===== config.mk =====
export PLATFORM = sky130hd
export DESIGN_NAME = lattice_addr_gen
export DESIGN_NICKNAME = d
export VERILOG_FILES = /design/src/rtl/lattice_pkg.sv /design/src/rtl/lattice_neighbor.sv /design/src/rtl/lattice_addr_gen.sv
export SDC_FILE = /design/constraint.sdc
export NUM_CORES = 1
export LEC_CHECK = 0
export BUFFER_PORTS_ARGS = -buffer_cell sky130_fd_sc_hd__buf_2
export CAP_MARGIN = 20
export CELL_PAD_IN_SITES_DETAIL_PLACEMENT = 1
export CELL_PAD_IN_SITES_GLOBAL_PLACEMENT = 1
export CORE_ASPECT_RATIO = 0.9
export CORE_MARGIN = 1
export CORE_UTILIZATION = 50
export CTS_CLUSTER_SIZE = 40
export DETAILED_ROUTE_END_ITERATION = 6
export PLACE_DENSITY = 0.88
export SETUP_SLACK_MARGIN = 0.4
export SYNTH_ARGS = -nofsm -noshare
export SYNTH_HDL_FRONTEND = slang
export SYNTH_SLANG_ARGS = --single-unit

===== constraint.sdc =====
create_clock -name clk_in -period 18.1 [get_ports clk_in]
set_input_delay 1.81 -clock clk_in [delete_from_list [all_inputs] [get_ports clk_in]]
set_output_delay 1.81 -clock clk_in [all_outputs]
set_load 0.02 [all_outputs]

===== src/rtl/lattice_pkg.sv =====
`default_nettype none
// ============================================================================
//  Module      : lattice_pkg
//  Description : Shared types and constants for the D2Q9 neighbour address
//                generator: direction enumeration, unit offsets per direction
//                and edge-handling mode encodings.
//  Revision    : 1.0 - initial release
// ============================================================================
package lattice_pkg;

    localparam int NUM_DIRS = 9;

    // Direction order matches the BRAM read-port order downstream
    typedef enum logic [3:0] {
        D_C  = 4'd0,
        D_N  = 4'd1,
        D_NE = 4'd2,
        D_E  = 4'd3,
        D_SE = 4'd4,
        D_S  = 4'd5,
        D_SW = 4'd6,
        D_W  = 4'd7,
        D_NW = 4'd8
    } dir_e;

    // Unit x/y offsets per direction (N is y-1, E is x+1)
    localparam logic signed [1:0] DX [NUM_DIRS] = '{
        2'sb00, 2'sb00, 2'sb01, 2'sb01, 2'sb01, 2'sb00, 2'sb11, 2'sb11, 2'sb11
    };
    localparam logic signed [1:0] DY [NUM_DIRS] = '{
        2'sb00, 2'sb11, 2'sb11, 2'sb00, 2'sb01, 2'sb01, 2'sb01, 2'sb00, 2'sb11
    };

    localparam logic MODE_PERIODIC = 1'b0;
    localparam logic MODE_WALL     = 1'b1;

endpackage
`default_nettype wire


===== src/rtl/lattice_neighbor.sv =====
`default_nettype none
// ============================================================================
//  Module      : lattice_neighbor
//  Description : Combinational single-direction neighbour address. Applies a
//                unit offset to the centre cell, wraps at the grid edges and,
//                in wall mode, replaces off-grid neighbours by the centre
//                address with the mask bit cleared.
//  Revision    : 1.0 - initial release
// ============================================================================
module lattice_neighbor
    import lattice_pkg::*;
#(
    parameter int HPIXELS   = 205,
    parameter int VPIXELS   = 154,
    parameter int HOR_SIZE  = $clog2(HPIXELS),
    parameter int VERT_SIZE = $clog2(VPIXELS),
    parameter int BRAM_SIZE = $clog2(HPIXELS * VPIXELS)
) (
    input  logic [HOR_SIZE-1:0]  i_x,
    input  logic [VERT_SIZE-1:0] i_y,
    input  logic signed [1:0]    i_dx,
    input  logic signed [1:0]    i_dy,
    input  logic                 i_mode,
    output logic [BRAM_SIZE-1:0] o_addr,
    output logic                 o_mask
);

    localparam logic [HOR_SIZE-1:0]  c_X_MAX = HOR_SIZE'(HPIXELS - 1);
    localparam logic [VERT_SIZE-1:0] c_Y_MAX = VERT_SIZE'(VPIXELS - 1);
    localparam logic [BRAM_SIZE-1:0] c_ROW   = BRAM_SIZE'(HPIXELS);

    logic [HOR_SIZE-1:0]  w_nx;
    logic [VERT_SIZE-1:0] w_ny;
    logic                 w_offx;
    logic                 w_offy;
    logic [BRAM_SIZE-1:0] w_centre;
    logic [BRAM_SIZE-1:0] w_nbr;

    // Wrapped neighbour coordinates, flagging any step that crossed an edge
    always_comb begin
        w_nx   = i_x;
        w_ny   = i_y;
        w_offx = 1'b0;
        w_offy = 1'b0;
        if (i_dx == 2'sb11) begin
            if (i_x == '0) begin
                w_nx   = c_X_MAX;
                w_offx = 1'b1;
            end else begin
                w_nx = i_x - HOR_SIZE'(1);
            end
        end else if (i_dx == 2'sb01) begin
            if (i_x == c_X_MAX) begin
                w_nx   = '0;
                w_offx = 1'b1;
            end else begin
                w_nx = i_x + HOR_SIZE'(1);
            end
        end
        if (i_dy == 2'sb11) begin
            if (i_y == '0) begin
                w_ny   = c_Y_MAX;
                w_offy = 1'b1;
            end else begin
                w_ny = i_y - VERT_SIZE'(1);
            end
        end else if (i_dy == 2'sb01) begin
            if (i_y == c_Y_MAX) begin
                w_ny   = '0;
                w_offy = 1'b1;
            end else begin
                w_ny = i_y + VERT_SIZE'(1);
            end
        end
    end

    // Linear addresses widened to the full BRAM width before multiply/add
    always_comb begin
        w_centre = c_ROW * BRAM_SIZE'(i_y) + BRAM_SIZE'(i_x);
        w_nbr    = c_ROW * BRAM_SIZE'(w_ny) + BRAM_SIZE'(w_nx);
        o_mask   = !((i_mode == MODE_WALL) && (w_offx || w_offy));
        o_addr   = o_mask ? w_nbr : w_centre;
    end

endmodule
`default_nettype wire


===== src/rtl/lattice_addr_gen.sv =====
`default_nettype none
// ============================================================================
//  Module      : lattice_addr_gen
//  Description : Raster scanner over the lattice grid emitting the nine D2Q9
//                neighbour BRAM addresses per cell through a stallable
//                LATENCY-deep valid pipeline with valid/ready handshake.
//  Revision    : 1.0 - initial release
// ============================================================================
module lattice_addr_gen
    import lattice_pkg::*;
#(
    parameter int HPIXELS   = 205,
    parameter int VPIXELS   = 154,
    parameter int LATENCY   = 3,
    parameter int HOR_SIZE  = $clog2(HPIXELS),
    parameter int VERT_SIZE = $clog2(VPIXELS),
    parameter int BRAM_SIZE = $clog2(HPIXELS * VPIXELS)
) (
    input  logic                      clk_in,
    input  logic                      rst_in,
    input  logic                      start_in,
    input  logic                      wall_mode_in,
    output logic                      busy_out,
    output logic                      done_out,
    output logic [8:0][BRAM_SIZE-1:0] addr_out,
    output logic [8:0]                mask_out,
    output logic [HOR_SIZE-1:0]       hor_out,
    output logic [VERT_SIZE-1:0]      vert_out,
    output logic                      valid_out,
    input  logic                      ready_in
);

    localparam logic [1:0] S_IDLE  = 2'd0;
    localparam logic [1:0] S_SCAN  = 2'd1;
    localparam logic [1:0] S_DRAIN = 2'd2;

    localparam logic [HOR_SIZE-1:0]  c_X_MAX = HOR_SIZE'(HPIXELS - 1);
    localparam logic [VERT_SIZE-1:0] c_Y_MAX = VERT_SIZE'(VPIXELS - 1);

    logic [1:0]           r_state;
    logic [HOR_SIZE-1:0]  r_x;
    logic [VERT_SIZE-1:0] r_y;
    logic                 r_mode;
    logic                 r_busy;
    logic                 r_done;

    logic [8:0][BRAM_SIZE-1:0] r_addr_q [LATENCY];
    logic [8:0]                r_mask_q [LATENCY];
    logic [HOR_SIZE-1:0]       r_hor_q  [LATENCY];
    logic [VERT_SIZE-1:0]      r_vert_q [LATENCY];
    logic [LATENCY-1:0]        r_vld;

    logic                      w_adv;
    logic                      w_start;
    logic                      w_issue;
    logic                      w_mode;
    logic                      w_last_cell;
    logic                      w_last_accept;
    logic [LATENCY-1:0]        w_upstream_vld;
    logic [8:0][BRAM_SIZE-1:0] w_addr;
    logic [8:0]                w_mask;

    // Cell (0,0) is issued on the start edge itself so the first word lands
    // exactly LATENCY cycles later; the mode input is used directly then
    // because the latched copy is not yet loaded.
    always_comb begin
        w_adv          = !(valid_out && !ready_in);
        w_start        = (r_state == S_IDLE) && start_in && w_adv;
        w_issue        = w_start || ((r_state == S_SCAN) && w_adv);
        w_mode         = (r_state == S_IDLE) ? wall_mode_in : r_mode;
        w_last_cell    = (r_x == c_X_MAX) && (r_y == c_Y_MAX);
        w_upstream_vld = r_vld;
        w_upstream_vld[LATENCY-1] = 1'b0;
        w_last_accept  = valid_out && ready_in && (w_upstream_vld == '0);
    end

    for (genvar d = 0; d < NUM_DIRS; d++) begin : g_dir
        lattice_neighbor #(
            .HPIXELS  (HPIXELS),
            .VPIXELS  (VPIXELS),
            .HOR_SIZE (HOR_SIZE),
            .VERT_SIZE(VERT_SIZE),
            .BRAM_SIZE(BRAM_SIZE)
        ) u_nbr (
            .i_x   (r_x),
            .i_y   (r_y),
            .i_dx  (DX[d]),
            .i_dy  (DY[d]),
            .i_mode(w_mode),
            .o_addr(w_addr[d]),
            .o_mask(w_mask[d])
        );
    end

    // Scan FSM: raster counters advance per issued cell; done pulses for one
    // cycle in DRAIN before returning to IDLE
    always_ff @(posedge clk_in) begin
        if (!rst_in) begin
            r_state <= S_IDLE;
            r_x     <= '0;
            r_y     <= '0;
            r_mode  <= MODE_PERIODIC;
            r_busy  <= 1'b0;
            r_done  <= 1'b0;
        end else begin
            if (w_start) begin
                r_mode <= wall_mode_in;
                r_busy <= 1'b1;
            end
            if (w_issue) begin
                if (r_x == c_X_MAX) begin
                    r_x <= '0;
                    r_y <= (r_y == c_Y_MAX) ? '0 : r_y + VERT_SIZE'(1);
                end else begin
                    r_x <= r_x + HOR_SIZE'(1);
                end
                r_state <= w_last_cell ? S_DRAIN : S_SCAN;
            end
            if (r_state == S_DRAIN) begin
                if (r_done) begin
                    r_done  <= 1'b0;
                    r_busy  <= 1'b0;
                    r_state <= S_IDLE;
                end else if (w_last_accept) begin
                    r_done <= 1'b1;
                end
            end
        end
    end

    // Output pipeline shifts only on global advance so stalls hold every stage
    always_ff @(posedge clk_in) begin
        if (!rst_in) begin
            r_vld <= '0;
            for (int i = 0; i < LATENCY; i++) begin
                r_addr_q[i] <= '0;
                r_mask_q[i] <= '0;
                r_hor_q[i]  <= '0;
                r_vert_q[i] <= '0;
            end
        end else if (w_adv) begin
            for (int i = LATENCY - 1; i > 0; i--) begin
                r_vld[i]    <= r_vld[i-1];
                r_addr_q[i] <= r_addr_q[i-1];
                r_mask_q[i] <= r_mask_q[i-1];
                r_hor_q[i]  <= r_hor_q[i-1];
                r_vert_q[i] <= r_vert_q[i-1];
            end
            r_vld[0]    <= w_issue;
            r_addr_q[0] <= w_addr;
            r_mask_q[0] <= w_mask;
            r_hor_q[0]  <= r_x;
            r_vert_q[0] <= r_y;
        end
    end

    assign valid_out = r_vld[LATENCY-1];
    assign addr_out  = r_addr_q[LATENCY-1];
    assign mask_out  = r_mask_q[LATENCY-1];
    assign hor_out   = r_hor_q[LATENCY-1];
    assign vert_out  = r_vert_q[LATENCY-1];
    assign busy_out  = r_busy;
    assign done_out  = r_done;

endmodule
`default_nettype wire


==> qor_table.md <==
| Item | Reported |
|:---|:---|
| Area of the die | 57800 um2 |
| Maximum fanout along the worst path | 14 |
| Quantity of I/O buffers inserted on ports | 167 |
| Hold bufs inserted after CTS | 0 |
| Ys async rst share | 0% |
| Dominant register cell in the synthesized netlist | sky130_fd_sc_hd__edfxtp_1 |
| Worst min path class | flop to flop |
| Worst R2R Start | r_y[0] |
| Crit. Startpoint | r_y[0] |
| Chip Width | 253 um |
| Number of synthesized flops with an enable pin | 480 |
| Gate power share | 8.7% |
| Result of the run | complete, no violations |
| Worst Path Required | 18.42 ns |
| Crit path kind | flop to flop |
| Largest net degree at the start of global routing | 188 |
| Leakage power total | 13.9 nW |
| Syn-to-layout area delta | 7.63% |
| Count of placed standard cells including taps | 3120 |
| Number of design-rule violations left by the first detailed-router iteration | 1289 |
| Proportion of layout cells with a drive suffix above 1 | 12.1% |
| Post-synthesis instance area | 28400 um2 |
| Clk Latency, worst-skew pair | 0.62 ns |
| Crit start category | flop |
| Worst path cell trace | inv_1, nor3_1, nand3_1, xnor2_1, nor2_1, ha_1, ha_1, fa_1, inv_1, fa_1, inv_1, ha_1, o21ai_1, nor2_1, a21oi_1, ha_1, nor3_1, nor2_1, o2111ai_1, nand2b_1, xnor2_1, o21ai_0, a21oi_1 |
| Overall overflow remaining after global route | 0 |
| Remaining DRCs | 0 |
| # diodes | 0 |
| RSZ-0062 raised after global routing | false |
| GR Util All Layers | 26.3% |
| Number of top-level design ports | 168 |
| Synthesized Nets | 2668 |
| Hold path start | r_mode |
| Minimum clock period | 7.26 ns |
| Syn avg cell area | 11.7 um2 |
| Tightest slew margin relative to the limit | 18.5% |
| Final core occ | 54.7% |
| Number of setup buffers added after CTS | 0 |
| Number of warnings issued by yosys | 0 |
| Total length of routed wires | 76.1 mm |
| Top library cells by usage in the layout, fill and taps aside | sky130_fd_sc_hd__edfxtp_1, sky130_fd_sc_hd__and2_1, sky130_fd_sc_hd__ha_1, sky130_fd_sc_hd__buf_2, sky130_fd_sc_hd__inv_1 |
| Via count of the first global-routing pass | 19050 |
| Number of standard cells in the layout, taps in and fillers out | 3215 |
| Number of buffers between clock root and the deepest sink | 3 |
| Worst Max-Slew Pin Slew | 1.22 ns |
| Via-to-Cell Ratio | 5.61 |
| Detail Placement HPWL | 56.5 mm |
| Clock tree from TritonCTS | yes |
| Clock Sinks | 504 |
| Cells after Synth | 2418 |
| Maximum ir drop on the vdd rail | 0.0700 mV |
| Sequential group share of total power | 51.4% |
| Crit path arrival time | 7.59 ns |
| First drt pass iteration count | 7 |
| Sequential fraction of the synthesis area | 52.4% |
| Final sum of negative setup slack | 0 ns |
| Net switching power of the design | 0.000640 W |
| Pint | 0.00203 W |
| Netlist cell types | 85 |
| Final setup violating endpoints | 0 |
| Area inside the core boundary | 55900 um2 |
| H-Tree Level Count | 2 |
| Remaining number of nets flagged by the antenna check after routing | 0 |
| Root Driver | sky130_fd_sc_hd__clkbuf_16 |
| Placer congestion estimate | 0.975 |
| Total vias in the final route | 18036 |
| Average wire per standard cell | 23.7 um |
| Pwr per Cell Area | 87.5 nW/um2 |
| Final hold slack | 0.480 ns |
| Final hold vios | 0 |
| Max Transition Viols Final | 0 |
| Kind of end point of the critical path | flop |
| Global-route wire length before repair | 115 mm |
| Clk network pwr share | 39.9% |
| Max frequency | 138 MHz |
| Clock edge transition at the registers on the reported setup and hold paths | 0.06 ns |
| Switching part of the total | 23.9% |
| Number of synthesized register bits | 504 |
| Effective utilization at floorplan | 50.8% |
| Setup Skew | 0.0475 ns |
| Most common library cell in the layout ignoring fill and taps | sky130_fd_sc_hd__edfxtp_1 |
| Quantity of gates resized following cts | 0 |
| Post-route clock period utilization | 40.1% |
| CP max stage cell | sky130_fd_sc_hd__dfxtp_1 |
| Slowest Stage Delay on Critical Path | 0.69 ns |
| Die height | 228 um |
| Number of antenna violations at the first check in global routing | 0 |
| Maxcap violations | 0 |
| Placement Rows | 82 |
| Final-stage net count | 2669 |
| Clock buffer count from CTS | 51 |
| Most used cell along the critical path | sky130_fd_sc_hd__ha_1 |
-- state kept, by name, summed over array words and instances, names as in the netlist --
name / cells
r_addr_q: 405
r_mask_q: 27
r_hor_q: 24
r_vert_q: 24
r_x: 8
r_y: 8
r_vld: 3
r_state: 2
busy_out: 1
done_out: 1
r_mode: 1
-- Yosys cell counts, types with 4 or more instances --
master                      count  share of area, %
sky130_fd_sc_hd__or3_1         17              0.37
sky130_fd_sc_hd__a21boi_0      16              0.42
sky130_fd_sc_hd__o21a_1        12              0.32
sky130_fd_sc_hd__and3_1        12              0.26
sky130_fd_sc_hd__nand2_1      139               1.8
sky130_fd_sc_hd__buf_2         12              0.21
sky130_fd_sc_hd__a211oi_1      18              0.48
sky130_fd_sc_hd__o21bai_1      11              0.29
sky130_fd_sc_hd__nor2_1       129               1.7
sky130_fd_sc_hd__nor3b_1        4              0.11
sky130_fd_sc_hd__edfxtp_1     480                51
sky130_fd_sc_hd__o31a_1         5              0.15
sky130_fd_sc_hd__clkbuf_1      65              0.86
sky130_fd_sc_hd__o211a_1        4              0.14
sky130_fd_sc_hd__nand3_1       37              0.65
sky130_fd_sc_hd__a31oi_1        4             0.088
sky130_fd_sc_hd__a2bb2oi_1      5              0.15
sky130_fd_sc_hd__nor3_1        25              0.44
sky130_fd_sc_hd__a22oi_1       31              0.82
sky130_fd_sc_hd__dfxtp_1       24               1.7
sky130_fd_sc_hd__o211ai_1       9              0.24
sky130_fd_sc_hd__a21oi_1       77               1.4
sky130_fd_sc_hd__and2_1       340               7.5
sky130_fd_sc_hd__xor2_1        55               1.7
sky130_fd_sc_hd__a21o_1        24              0.63
sky130_fd_sc_hd__inv_1        141               1.9
sky130_fd_sc_hd__xnor2_1       95               2.9
sky130_fd_sc_hd__o21ai_0       58               1.0
sky130_fd_sc_hd__or2_2          9              0.20
sky130_fd_sc_hd__fa_1          45               3.2
sky130_fd_sc_hd__ha_1         200               8.8
sky130_fd_sc_hd__nand4_1       11              0.24
sky130_fd_sc_hd__nand2b_1      14              0.31
sky130_fd_sc_hd__nor2b_1       18              0.40
sky130_fd_sc_hd__o21ai_1        5             0.088
sky130_fd_sc_hd__o31ai_1        7              0.19
sky130_fd_sc_hd__nand3b_1       4              0.11
sky130_fd_sc_hd__o22ai_1       21              0.46
sky130_fd_sc_hd__o2111ai_1      4              0.12
sky130_fd_sc_hd__buf_4        161               4.3
-- cell type report --
class	instances	area (um2)
repair buffers	188	1050
clock inverters	28	353
fillers	5763	25300
clock buffers	65	1330
multi-input cells	1532	11500
well taps	756	946
flip-flops and latches	504	14900
inverters	142	538
-- logic make-up after synthesis --
family,after synthesis,share of synthesized area (%)
xor+xnor,155,4.91
flops,504,52.4
buf+inv,382,7.23
mux,4,0.154
compound gates,351,8.52
fa+ha+maj,245,12.0
simple gates,777,14.8
-- metrics by stage --
step / setup slack [ns] / instance area [um2] / power (W)
after floorplan: 4.77 / 28400 / 0.00156
after global placement: 11.16 / 28800 / 0.00161
after detailed placement: 10.95 / 28800 / 0.00163
after CTS: 10.86 / 30500 / 0.00269
after global routing: 10.48 / 30600 / 0.00275
final: 10.84 / 30600 / 0.00267
-- path summary, 6_finish.rpt --
| check | endpoint | slack [ns] | depth (start not counted) |
|---|---|---|---|
| hold reg to reg | r_mode | 0.48 | 2 |
| setup / recovery | r_addr_q[0][87] | 10.84 | 23 |
| setup reg to reg | r_addr_q[0][87] | 10.84 | 23 |
| hold / removal | r_mode | 0.48 | 2 |
-- power by group through the flow --
| stage | clock (W) | sequential, W | combinational, W |
|---|---|---|---|
| floorplan | 0 | 0.00139 | 0.000175 |
| global placement | 0 | 0.00139 | 0.000222 |
| detailed placement | 0 | 0.00140 | 0.000229 |
| CTS | 0.00108 | 0.00137 | 0.000231 |
| global route | 0.00112 | 0.00138 | 0.000250 |
| finish | 0.00107 | 0.00137 | 0.000234 |
-- layer usage --
layer  wire, um  GRT usage (%)  part of all wire [%]
met1      32400           34.1                    43
met2      37400           45.1                    49
met3       3590           3.29                   4.7
met4       2630           9.73                   3.5
met5          0              0                     0
-- critical path: cells and delay by family, from the launching register on --
| family | cells | cell delay (ns) |
|---|---|---|
| adders and majority gates | 6 | 2.35 |
| and+or+nand+nor | 7 | 1.66 |
| AOI/OAI and AO/OA | 5 | 1.56 |
| DFF | 1 | 0.69 |
| buffers and inverters | 3 | 0.42 |
| xor gates and xnor gates | 2 | 0.31 |
Note: power is estimated with default switching activity, not from simulation.
